**src/rtl/icache_axi_rmaster_pkg.sv**
```systemverilog
// Shared types and AXI constants for the I-cache line-fill read master.
package icache_axi_rmaster_pkg;

    typedef enum logic [2:0] {IDLE, AR, RD, DLV, REL} fill_state_t;

    localparam logic [1:0] BURST_INCR = 2'b01;
    localparam logic [2:0] SIZE_WORD  = 3'b010;
    localparam logic [1:0] RESP_OKAY  = 2'b00;
    localparam int         LINE_WORDS = 4;

    // One extra bit lets the beat counter sit at LINE_WORDS and flag overrun beats.
    function automatic int beat_w(input int words);
        return $clog2(words) + 1;
    endfunction

endpackage

```
**src/rtl/icache_axi_rmaster_fill_line_buf.sv**
```systemverilog
// Line buffer for one cache line: one write port, one asynchronous read port, bulk clear.
module icache_axi_rmaster_fill_line_buf #(
    parameter int DATA_W = 32,
    parameter int WORDS  = 4,
    localparam int IDX_W = $clog2(WORDS)
) (
    input  logic              clk,
    input  logic              rst,
    input  logic              clr,
    input  logic              we,
    input  logic [IDX_W-1:0]  widx,
    input  logic [DATA_W-1:0] wdata,
    input  logic [IDX_W-1:0]  ridx,
    output logic [DATA_W-1:0] rdata
);

    logic [DATA_W-1:0] mem [WORDS];

    always_ff @(posedge clk or negedge rst) begin
        if (!rst) begin
            for (int i = 0; i < WORDS; i++) mem[i] <= '0;
        end else if (clr) begin
            for (int i = 0; i < WORDS; i++) mem[i] <= '0;
        end else if (we) begin
            mem[widx] <= wdata;
        end
    end

    assign rdata = mem[ridx];

endmodule

```
**src/rtl/icache_axi_rmaster.sv**
```systemverilog
// I-cache miss-fill engine: one INCR AXI read burst per line, then a 4-cycle word delivery.
module icache_axi_rmaster #(
    parameter logic [3:0] AXI_ID     = 4'h0,
    parameter int         LINE_WORDS = icache_axi_rmaster_pkg::LINE_WORDS,
    parameter int         ADDR_W     = 32,
    parameter int         DATA_W     = 32
) (
    input  logic              clk,
    input  logic              rst,
    input  logic              I_rreq,
    input  logic [ADDR_W-1:0] I_addr,
    output logic [DATA_W-1:0] I_out,
    output logic              I_wait,
    output logic [3:0]        ARID,
    output logic [ADDR_W-1:0] ARADDR,
    output logic [3:0]        ARLEN,
    output logic [2:0]        ARSIZE,
    output logic [1:0]        ARBURST,
    output logic              ARVALID,
    input  logic              ARREADY,
    input  logic [3:0]        RID,
    input  logic [DATA_W-1:0] RDATA,
    input  logic [1:0]        RRESP,
    input  logic              RLAST,
    input  logic              RVALID,
    output logic              RREADY,
    output logic              fill_err,
    output logic [31:0]       fill_cnt
);
    import icache_axi_rmaster_pkg::*;

    localparam int IDX_W = $clog2(LINE_WORDS);
    localparam int CNT_W = beat_w(LINE_WORDS);
    localparam logic [CNT_W-1:0] FULL_BEAT = CNT_W'(LINE_WORDS);
    localparam logic [CNT_W-1:0] LAST_BEAT = CNT_W'(LINE_WORDS - 1);
    localparam logic [IDX_W-1:0] LAST_IDX  = IDX_W'(LINE_WORDS - 1);

    fill_state_t       state_q, state_d;
    logic [ADDR_W-1:0] araddr_q;
    logic [CNT_W-1:0]  beat_q;
    logic [IDX_W-1:0]  dlv_idx_q;
    logic              drop_q;
    logic [DATA_W-1:0] out_q;
    logic              wait_q;
    logic              err_q;
    logic [31:0]       cnt_q;

    logic              line_clr, r_beat, r_last, in_line, buf_we;
    logic [IDX_W-1:0]  buf_ridx;
    logic [DATA_W-1:0] buf_rdata;
    logic              unused_ok;

    assign line_clr = (state_q == IDLE) && I_rreq;
    assign r_beat   = (state_q == RD) && RVALID;
    assign r_last   = r_beat && RLAST;
    assign in_line  = beat_q < FULL_BEAT;
    assign buf_we   = r_beat && in_line;
    assign buf_ridx = (state_q == DLV) ? dlv_idx_q + 1'b1 : '0;
    assign unused_ok = ^{RID, I_addr[3:0]};

    icache_axi_rmaster_fill_line_buf #(
        .DATA_W (DATA_W),
        .WORDS  (LINE_WORDS)
    ) u_line_buf (
        .clk   (clk),
        .rst   (rst),
        .clr   (line_clr),
        .we    (buf_we),
        .widx  (beat_q[IDX_W-1:0]),
        .wdata (RDATA),
        .ridx  (buf_ridx),
        .rdata (buf_rdata)
    );

    always_ff @(posedge clk or negedge rst) begin
        if (!rst) state_q <= IDLE;
        else      state_q <= state_d;
    end

    // A withdrawn request still drains the burst; it only skips delivery.
    always_comb begin
        state_d = state_q;
        ARVALID = 1'b0;
        RREADY  = 1'b0;
        case (state_q)
            IDLE: if (I_rreq) state_d = AR;
            AR: begin
                ARVALID = 1'b1;
                if (ARREADY) state_d = RD;
            end
            RD: begin
                RREADY = 1'b1;
                if (r_last) state_d = (drop_q || !I_rreq) ? REL : DLV;
            end
            DLV: if (dlv_idx_q == LAST_IDX) state_d = REL;
            REL: if (!I_rreq) state_d = IDLE;
            default: state_d = IDLE;
        endcase
    end

    // ---- datapath registers: address latch, beat tracking, registered delivery ----
    always_ff @(posedge clk or negedge rst) begin
        if (!rst) begin
            araddr_q  <= '0;
            beat_q    <= '0;
            dlv_idx_q <= '0;
            drop_q    <= 1'b0;
            out_q     <= '0;
            wait_q    <= 1'b1;
            err_q     <= 1'b0;
            cnt_q     <= '0;
        end else begin
            if (line_clr) begin
                araddr_q <= {I_addr[ADDR_W-1:4], 4'h0};
                beat_q   <= '0;
                drop_q   <= 1'b0;
            end
            if ((state_q == AR || state_q == RD) && !I_rreq) drop_q <= 1'b1;
            if (buf_we) beat_q <= beat_q + 1'b1;
            if (r_beat && (RRESP != RESP_OKAY || !in_line || (RLAST && beat_q < LAST_BEAT)))
                err_q <= 1'b1;
            dlv_idx_q <= (state_q == DLV) ? dlv_idx_q + 1'b1 : '0;
            wait_q    <= (state_d != DLV);
            // Word 0 may be landing in the buffer on this same edge when RLAST comes on beat 0.
            if (state_d == DLV)
                out_q <= (state_q == RD && beat_q == '0) ? RDATA : buf_rdata;
            if (state_q == DLV && state_d == REL) cnt_q <= cnt_q + 32'd1;
        end
    end

    assign ARADDR   = araddr_q;
    assign ARID     = AXI_ID;
    assign ARLEN    = 4'(LINE_WORDS - 1);
    assign ARSIZE   = SIZE_WORD;
    assign ARBURST  = BURST_INCR;
    assign I_out    = out_q;
    assign I_wait   = wait_q;
    assign fill_err = err_q;
    assign fill_cnt = cnt_q;

endmodule

```
**config.mk**
```make
export PLATFORM = sky130hd
export DESIGN_NAME = icache_axi_rmaster
export DESIGN_NICKNAME = d
export VERILOG_FILES = /design/src/rtl/icache_axi_rmaster_pkg.sv /design/src/rtl/icache_axi_rmaster_fill_line_buf.sv /design/src/rtl/icache_axi_rmaster.sv
export SDC_FILE = /design/constraint.sdc
export NUM_CORES = 1
export LEC_CHECK = 0
export BUFFER_PORTS_ARGS = -buffer_cell sky130_fd_sc_hd__buf_2
export CAP_MARGIN = 0
export CORE_ASPECT_RATIO = 0.9
export CORE_UTILIZATION = 41
export CTS_BUF_LIST = sky130_fd_sc_hd__clkbuf_8
export CTS_CLUSTER_DIAMETER = 50
export DETAILED_ROUTE_END_ITERATION = 16
export GPL_TIMING_DRIVEN = 0
export HOLD_SLACK_MARGIN = 0.15
export PLACE_DENSITY = 0.68
export SYNTH_ARGS = -nofsm -noshare
export SYNTH_HDL_FRONTEND = slang
export SYNTH_SLANG_ARGS = --single-unit
export TNS_END_PERCENT = 50
```
**constraint.sdc**
```tcl
create_clock -name clk -period 3.4 [get_ports clk]
set_input_delay 0.68 -clock clk [delete_from_list [all_inputs] [get_ports clk]]
set_output_delay 0.68 -clock clk [all_outputs]
set_load 0.005 [all_outputs]
```
## Word level (Yosys, flattened, before mapping)

Index checks and enable logic that the tools add are counted.

| storage, ports and cells | value |
|---|---|
| bits of input ports | 76 |
| word-level logic and storage cells | 75 |
| flip-flop bits (word level) | 231 |

| cells by class | value |
|---|---|
| add/subtract/negate cells | 3 |
| eq/ne operators | 8 |
| reductions and logical operators | 21 |
| mux-type cells | 23 |
| bitwise operators | 2 |
| magnitude comparators | 5 |

Operator list:

| cell | number |
|---|---|
| $mux 128 | 2 |
| $bwmux 128 | 1 |
| $mux 32 | 4 |
| $bmux 32 s2 | 1 |
| $demux 32 s2 | 1 |
| $add 32x1->32 const B | 1 |
| $mux 3 | 8 |
| $pmux 3 s5 | 1 |
| $logic_and 1x1->1 | 10 |
| $eq 3x2->1 const B | 3 |
| $eq 3x3->1 const B | 2 |
| $ge 3x3->1 const B | 2 |
| $logic_not 3->1 | 2 |
| $not 2->3 | 2 |
| $reduce_bool 2->1 | 3 |
| $logic_or 1x1->1 | 4 |
| $mux 1 | 4 |
| $add 3x1->3 const B | 1 |
| $eq 3x1->1 const B | 1 |
| $lt 3x1->1 const B | 1 |
| $lt 3x2->1 const B | 1 |
| $lt 3x3->1 const B | 1 |
| $ne 3x2->1 const B | 1 |
| $add 2x1->2 const B | 1 |
| other kinds (3) | 4 |

## Logic depth before layout (Yosys ltp)

Gate-level depths: netlist of the first run.

| logic depth | value |
|---|---|
| depth after elaboration | 8 |
| depth in mapped cells | 8 |

## By module

A second synthesis of the first run with hierarchy kept.

| unflattened totals | value |
|---|---|
| cells, all modules | 922 |
| area, all modules | 11,287.1 um2 |

Modules (own cells, without submodules):

| module | cells an instance | area each (um2) | instances |
|---|---|---|---|
| icache_axi_rmaster_fill_line_buf | 491 | 6,482.5 | 1 |
| icache_axi_rmaster | 431 | 4,804.6 | 1 |

## Least setup slack after synthesis of the first run

Ideal clock, no wire load.

| timing path | value |
|---|---|
| path type | input-to-reg |
| from | input I_rreq |
| to | register out_q[22], in the netlist I_out[22] |
| library setup time | 130 ps |
| data arrival time | 1,876 ps |
| slack | 1,394 ps |
| stages | 6 |
| buffers on the path | 2 |
| path through | nand2b_1 o31ai_1 and2_1 clkbuf_1 buf_2 a31oi_1 |

| between the ends | value |
|---|---|
| cells in the longest elaborated chain, start to end | 6 |
| elaborated cells on any way between the ends | 8 |
| those cells by class | eq/ne (1); mux (5); reduce/logical (2) |

RTL lines:

| item | RTL line | source |
|---|---|---|
| start: declaration | icache_axi_rmaster.sv:10 | `input logic I_rreq,` |
| $logic_not 1->1 | icache_axi_rmaster.sv:93 | `if (r_last) state_d = (drop_q \|\| !I_rreq) ? REL : DLV;` |
| $logic_or 1x1->1 | icache_axi_rmaster.sv:93 |  |
| $mux 3 (2 in series) | icache_axi_rmaster.sv:93 |  |
| $pmux 3 s5 (*) | icache_axi_rmaster.sv:85 | `case (state_q)` |
| $eq 3x2->1 (*) | icache_axi_rmaster.sv:125 | `if (state_d == DLV)` |
| end signal: assignment | icache_axi_rmaster.sv:126 | `out_q <= (state_q == RD && beat_q == '0) ? RDATA : buf_rdata;` |
| end: declaration | icache_axi_rmaster.sv:43 | `logic [DATA_W-1:0] out_q;` |

Mark *: on every way between the ends. The rest lies on a longest branch, timed or not.
A chain may end at the register's enable or synchronous reset.

## Worst setup path in the final report of the first run

| timing path | value |
|---|---|
| from | register state_q[2] |
| to | register u_line_buf.mem[99] in the netlist's numbering |

| between the ends | value |
|---|---|
| cells in the longest elaborated chain, start to end | 4 |
| elaborated cells on any way between the ends | 7 |
| those cells by class | eq/ne (1); mux (1); reduce/logical (5) |

RTL lines:

| item | RTL line | source |
|---|---|---|
| start: declaration | icache_axi_rmaster.sv:38 | `fill_state_t state_q, state_d;` |
| start signal: assignment | icache_axi_rmaster.sv:77 | `else state_q <= state_d;` |
| $eq 3x2->1 | icache_axi_rmaster.sv:54 | `assign r_beat = (state_q == RD) && RVALID;` |
| $logic_and 1x1->1 | icache_axi_rmaster.sv:54 |  |
| $logic_and 1x1->1 | icache_axi_rmaster.sv:57 | `assign buf_we = r_beat && in_line;` |
| $reduce_bool 2->1 (no line) | n/a |  |
| end signal: indexed assignment | icache_axi_rmaster_fill_line_buf.sv:25 | `mem[widx] <= wdata;` |
| end: declaration | icache_axi_rmaster_fill_line_buf.sv:17 | `logic [DATA_W-1:0] mem [WORDS];` |

Several ways; a longest one is shown, not always the timed one.

==> impl_metrics.ini, run 1 <==
[yosys]
yosysUniqueCellTypes = 44
syn_inst = 1052
syn_area_sq_mm = 0.0113
yosysSeqAreaShare_pct = 51.3
postSynthAreaPerCell_sq_um = 10.7
ys_warn_count = 0
synth-seq-cells = 231

[floorplan]
die_area_sq_mm = 0.0281
start_util_pct = 41.7
die_y_microns = 159
die_x_microns = 177
core-area_sq_mm = 0.0270
rows = 57
pin_count = 189

[timing]
drv_slew = 0
rsz0062_at_grt = no
worstMarginPinSlew_ps = 1070
post-route-period-util_pct = 85.7
finalSetupViolations = 0
finClkSkew_ps = 15.5
relSlewSlack_pct = 28.4
fin_hold_ws_ps = 213
clock.fmax_mhz = 343
hold_violations = 0
setup_ws_ps = 487
fin_crit_ps = 2910

[global_routing]
grt_max_degree = 119
grt_use_total_pct = 21.9
first_global_vias = 8745
grt_antenna_before_repair = 5
grt_first_pass_wirelength_microns = 48300
grt_remaining_overflow = 0

[clocking]
cts_htree_levels = 2
cts-resized-gates = 0
hold_buffers = 0
cts_setup_buffers = 0
clk_pin_slew_ps = 60
cts_tree = yes
clock-sinks = 231
clk_latency_ps = 540
clockBufferDepth = 3
cts_root_buf = clkbuf_8
numCtsBuffers = 41

[place]
place.gp.congestion = 0.789
numPortBuffers = 163
hpwl_microns = 20200
dp_slack_ps = 451

[power_and_ir_drop]
total_leakage_power_nw = 7.02
peakVddDrop_mv = 0.359
power_mw = 11.1
powerDensity_mw_per_mm2 = 828

[finish]
final_util_pct = 49.6
most-common-layout-cells = dfrtp_1, buf_2, mux2i_1, nor2_1, inv_1
syn2layout_area_growth_pct = 18.9
final_layout_size_suffix_gt1_share_pct = 22.9
layout.nets = 1356
fillers = 2546
layout_commonest_cell = dfrtp_1

[critical_path]
rr_startpoint = state_q[2]
critPathKind = register to register
end_kind = register
crit_start = state_q[2]
required_ps = 3800
arrival_ps = 3310
start_kind = register
cp_max_fo = 10

[route]
drtIter0Drc = 731
vias = 8684
wl_microns = 30300
drcViolationCount = 0
post_drt_wl_per_cell_microns = 18.3
avgViaCountPerCell = 5.24
drt.antenna.violating_nets = 0
drt-pass1-iter-count = 5

[worst_hold_path]
hp-class = input pin to asynchronous set/reset pin

[job]
maxCapViolCount = 0

[outcome]
outcome = complete, no violations
==> layer usage <==
metal | routed length (microns) | track usage [%]
met2 | 13700 | 33.4
met3 | 1910 | 4.54
met4 | 489 | 6.23
met1 | 14100 | 31.5
met5 | 13 | 0
==> critical path, cell delays in order, from the launching register on <==
cell      delay [ps]
dfrtp_1          400
clkbuf_1         230
nand2b_1         220
nor3_1           820
clkbuf_1         430
clkbuf_1         550
nor2_1           120
==> area by class of cell <==
cell class,instances,area [sq um],share of cell area [%]
Antenna cell,4,10.0,0.0747
Sequential cell,231,5780,43.2
Multi-Input combinational cell,703,4940,36.9
Timing Repair Buffer,164,853,6.37
Buffer,97,460,3.44
Clock inverter,19,81.3,0.607
Inverter,36,135,1.01
Tap cell,354,443,3.31
Clock buffer,50,688,5.14
==> cells in the mapped netlist (all sizes together) <==
master / n / share of area (%)
dfrtp: 230 / 51
mux2i: 160 / 14
nor2: 138 / 4.6
clkbuf: 50 / 1.7
buf: 47 / 2.4
nand2: 47 / 1.6
a21oi: 35 / 1.6
inv: 35 / 1.2
nand2b: 35 / 1.9
a31oi: 33 / 1.8
a22oi: 32 / 2.1
o211ai: 32 / 2.1
o31a: 32 / 2.5
mux2: 30 / 3.0
xnor2: 22 / 1.7
nand3: 18 / 0.80
nand4: 11 / 0.61
xor2: 9 / 0.70
ha: 6 / 0.67
and2: 5 / 0.28
and3: 5 / 0.28
and4: 5 / 0.39
nor3: 5 / 0.27
a2111oi: 4 / 0.53
a211oi: 4 / 0.27
nand4b: 3 / 0.23
conb: 2 / 0.067
nand3b: 2 / 0.13
nor3b: 2 / 0.18
nor4bb: 2 / 0.18
o21ai: 2 / 0.089
a2111o: 1 / 0.10
a21o: 1 / 0.067
and4b: 1 / 0.089
clkinv: 1 / 0.033
dfstp: 1 / 0.23
nor2b: 1 / 0.056
o31ai: 1 / 0.067
or3b: 1 / 0.078
or4: 1 / 0.10
==> final timing paths <==
kind	endpoint	slack [ps]	cells past startpoint
setup / recovery	u_line_buf.mem[99]	490	6
hold / removal	fill_cnt[25]	210	1
setup reg to reg	u_line_buf.mem[99]	490	6
hold reg to reg	fill_err	460	1
max in group asynchronous	u_line_buf.mem[24]	2080	2
min in group clk	ARADDR[18]	370	2
==> kinds of logic after synthesis <==
family,Yosys count,share of synthesized area [%]
simple gates,282,11.8
flops,231,51.3
mux,190,17.2
compound gates,177,11.3
buf+inv,133,5.29
xor+xnor,31,2.41
fa+ha+maj,6,0.666
other cells,2,0.0667
==> flip-flops by register name, summed over array words and instances (netlist names) <==
name / flops
dlv_idx_q: 2
fill_err: 1
u_line_buf.mem: 128
I_wait: 1
drop_q: 1
fill_cnt: 32
state_q: 3
I_out: 32
ARADDR: 28
beat_q: 3
==> per-stage QoR <==
| step | instance area [sq um] | setup TNS [ps] | instances |
|---|---|---|---|
| 2_1_floorplan | 11300 | 0 | 1067 |
| 3_3_place_gp | 12600 | -583030 | 1584 |
| 3_5_place_dp | 12600 | 0 | 1585 |
| 4_1_cts | 13400 | 0 | 1654 |
| 5_1_grt | 13400 | 0 | 1656 |
| 6_report | 13400 | 0 | 1658 |
==> report_power, final <==
part	internal, mW	leakage (nW)	total (mW)	switching, mW
sequential	3.63	3.01	4.13	0.500
clock	1.32	0.453	2.44	1.13
combinational	1.87	3.56	4.53	2.65
No activity file was read; power rests on OpenSTA's default activity.
==> run 2: changes to the inputs <==
Settings changed: SYNTH_HIERARCHICAL from default to 1.
==> impl_metrics.ini, run 2 <==
[outcome]
outcome = complete, no violations

[timing]
tns_ps = 0
relSlewSlack_pct = 46.3
post-route-period-util_pct = 90.1
finalSetupViolations = 0
fin_crit_ps = 3060
rsz0062_at_grt = no
worstMarginPinSlew_ps = 805
fin_hold_ws_ps = 340
hold_violations = 0
clock.fmax_mhz = 326
finClkSkew_ps = 11.4
drv_slew = 0

[finish]
most-common-layout-cells = dfrtp_1, buf_2, nand2b_1, mux2i_1, nand2_1
syn2layout_area_growth_pct = 19.3
fin_cells = 1526
layout.nets = 1225
largest_register = u_line_buf/mem
layout_commonest_cell = dfrtp_1
diodes = 0
final_layout_size_suffix_gt1_share_pct = 28.8
largest_register_ffs = 128

[critical_path]
path_delay_family = multiplexers
slowest_delay_ps = 650
crit_start = state_q[0]
end_kind = register
reg2reg_slack_ps = 340
required_ps = 3810
cp_num_buf_inv = 2
r2r-end = I_out[25]
crit_chain = buf_2 -> nand2_1 -> nor3b_2 -> buf_1 -> mux4_2 -> mux2_1 -> mux2_2
critPathKind = register to register
slowest_stage = buf_1
cp_max_fo = 10
start_kind = register
worst_r2r_path_depth = 7
arrival_ps = 3470
rr_startpoint = state_q[0]

[power_and_ir_drop]
pwr-share-comb_pct = 33.9
powerDensity_mw_per_mm2 = 717
p_clk_share_pct = 25.7
power_switching_mw = 3.14
p_seq_share_pct = 40.5
switching_share_pct = 32.5
total_leakage_power_nw = 7.11
power_mw = 9.66
peakVddDrop_mv = 0.290
internal_power_mw = 6.52

[route]
vias = 7575
avgViaCountPerCell = 4.96
met2WireLength_microns = 12300
drcViolationCount = 0
post_drt_wl_per_cell_microns = 17.0
drt.antenna.violating_nets = 0
highest_layer = met4
wl_microns = 25900
wl_met3_microns = 1360
drtIter0Drc = 332
drt-pass1-iter-count = 4
met1Wirelength_microns = 11800

[job]
maxCapViolCount = 0

[worst_hold_path]
hp-class = input pin to register
min_from = I_addr[21]
min_to = ARADDR[21]
min_path_cells = 3

[yosys]
postSynthAreaPerCell_sq_um = 12.2
yosys.area_share.simple_pct = 17.2
synth_xor_area_share_pct = 2.41
yosys.area.top_type = dfrtp_1
yosysMostFrequentCell = dfrtp_1
synth_top_family_by_area = multiplexers
synth-adder-area-share_pct = 0.443
synth-seq-cells = 231
yosysUniqueCellTypes = 49
async_flop_share_pct = 100
synth_top_area_share_pct = 51.0
yosysSeqAreaShare_pct = 51.2
synth_compound_area_share_pct = 0.676
ys_warn_count = 6
syn_inst = 922
synth_mux_area_share_pct = 24.2
syn_area_sq_mm = 0.0113
synth_edf_count = 0
ys.flop_type = dfrtp_1
synthTopCellsByCount = dfrtp_1, nand2b_1, mux2i_1
synth_area_leaders = dfrtp_1, mux2i_1, nand2b_1

[clocking]
cts_root_buf = clkbuf_8
clock-sinks = 231
cts_htree_levels = 2
clk_latency_ps = 520
cts_setup_buffers = 0
numCtsBuffers = 40
cts_tree = yes
clockBufferDepth = 3
clk_pin_slew_ps = 60

[floorplan]
die_x_microns = 177
die_y_microns = 159
core-area_sq_mm = 0.0270
start_util_pct = 41.8
die_area_sq_mm = 0.0282
rows = 57
pin_count = 189

[place]
hpwl_microns = 17400
placed_cells = 1456
numPortBuffers = 163
place.gp.congestion = 0.783

[global_routing]
first_global_vias = 7931
grt_max_degree = 113
grt_use_total_pct = 18.8
grt_antenna_before_repair = 0
grt_remaining_overflow = 0
grt_first_pass_wirelength_microns = 42200
==> run 2: cell types whose count changed after synthesis, sizes merged, moves of 9 or more <==
| cell | delta |
|---|---|
| a22oi | -32 |
| mux2 | +34 |
| nand2b | +128 |
| nand2 | +61 |
| clkbuf | -23 |
| a31oi | -32 |
| nor2 | -133 |
| nand3 | -9 |
| mux4 | +32 |
| o211ai | -32 |
| a21oi | -31 |
| mux2i | -31 |
| inv | -31 |
| o31a | -32 |
==> run 2: logic make-up after synthesis <==
logic type | after synthesis
AO/OA/AOI/OAI | 12
XOR/XNOR | 31
adder cells (fa/ha/maj) | 4
buffers and inverters | 76
flip-flops | 231
multiplexers | 225
other | 2
AND/OR/NAND/NOR | 341
==> run 2: metal layers <==
layer | GRT usage [%] | vias up
met5 | 0 | -
met4 | 5.13 | 0
met3 | 3.51 | 41
met2 | 30.4 | 189
met1 | 25.8 | 3777
li1 | - | 3568
==> run 2: worst max path at each step <==
stage	slack, ps	to	cells past startpoint
after floorplan	930	I_out[0]	7
after global placement	-2620	u_line_buf/mem[16]	1
after detailed placement	70	I_out[25]	7
after CTS	40	I_out[25]	7
after global routing	250	I_out[26]	7
final	340	I_out[25]	7
==> run 2: worst register-to-register path: cells and delay by family, from the launching register on <==
family | cells | cell delay [ps]
muxes | 3 | 1010
buffers and inverters | 2 | 890
and+or+nand+nor | 2 | 660
DFF | 1 | 380
==> run 2: metrics by stage <==
stage / util (%) / setup WS (ps) / cell area [sq um]
2_1_floorplan: - / 928 / 11300
3_3_place_gp: 46.6 / -2620 / 12600
3_5_place_dp: 46.9 / 72.7 / 12700
4_1_cts: 49.8 / 40.0 / 13500
5_1_grt: 49.8 / 249 / 13500
6_report: 49.8 / 335 / 13500
==> run 2: timing repair <==
item	CTS	global route
endpoints found under the setup margin	0	21
hold buffers	1	0
gates resized for setup	0	1
endpoints found under the hold margin	21	0
==> run 2: power by group through the flow <==
stage / logic (mW) / clock network, mW / registers [mW]
6_report: 3.27 / 2.48 / 3.91
5_1_grt: 3.60 / 2.68 / 4.00
4_1_cts: 3.33 / 2.57 / 3.91
3_5_place_dp: 3.32 / 0 / 3.94
3_3_place_gp: 3.24 / 0 / 3.93
2_1_floorplan: 2.21 / 0 / 3.90
==> run 2: area by class of cell <==
| type | instances | area, sq um |
|---|---|---|
| Fill cell | 2409 | 13600 |
| Clock buffer | 52 | 716 |
| Sequential cell | 231 | 5780 |
| Tap cell | 354 | 443 |
| Multi-Input combinational cell | 630 | 5140 |
| Buffer | 72 | 409 |
| Clock inverter | 17 | 71.3 |
| Timing Repair Buffer | 166 | 891 |
| Inverter | 4 | 15.0 |
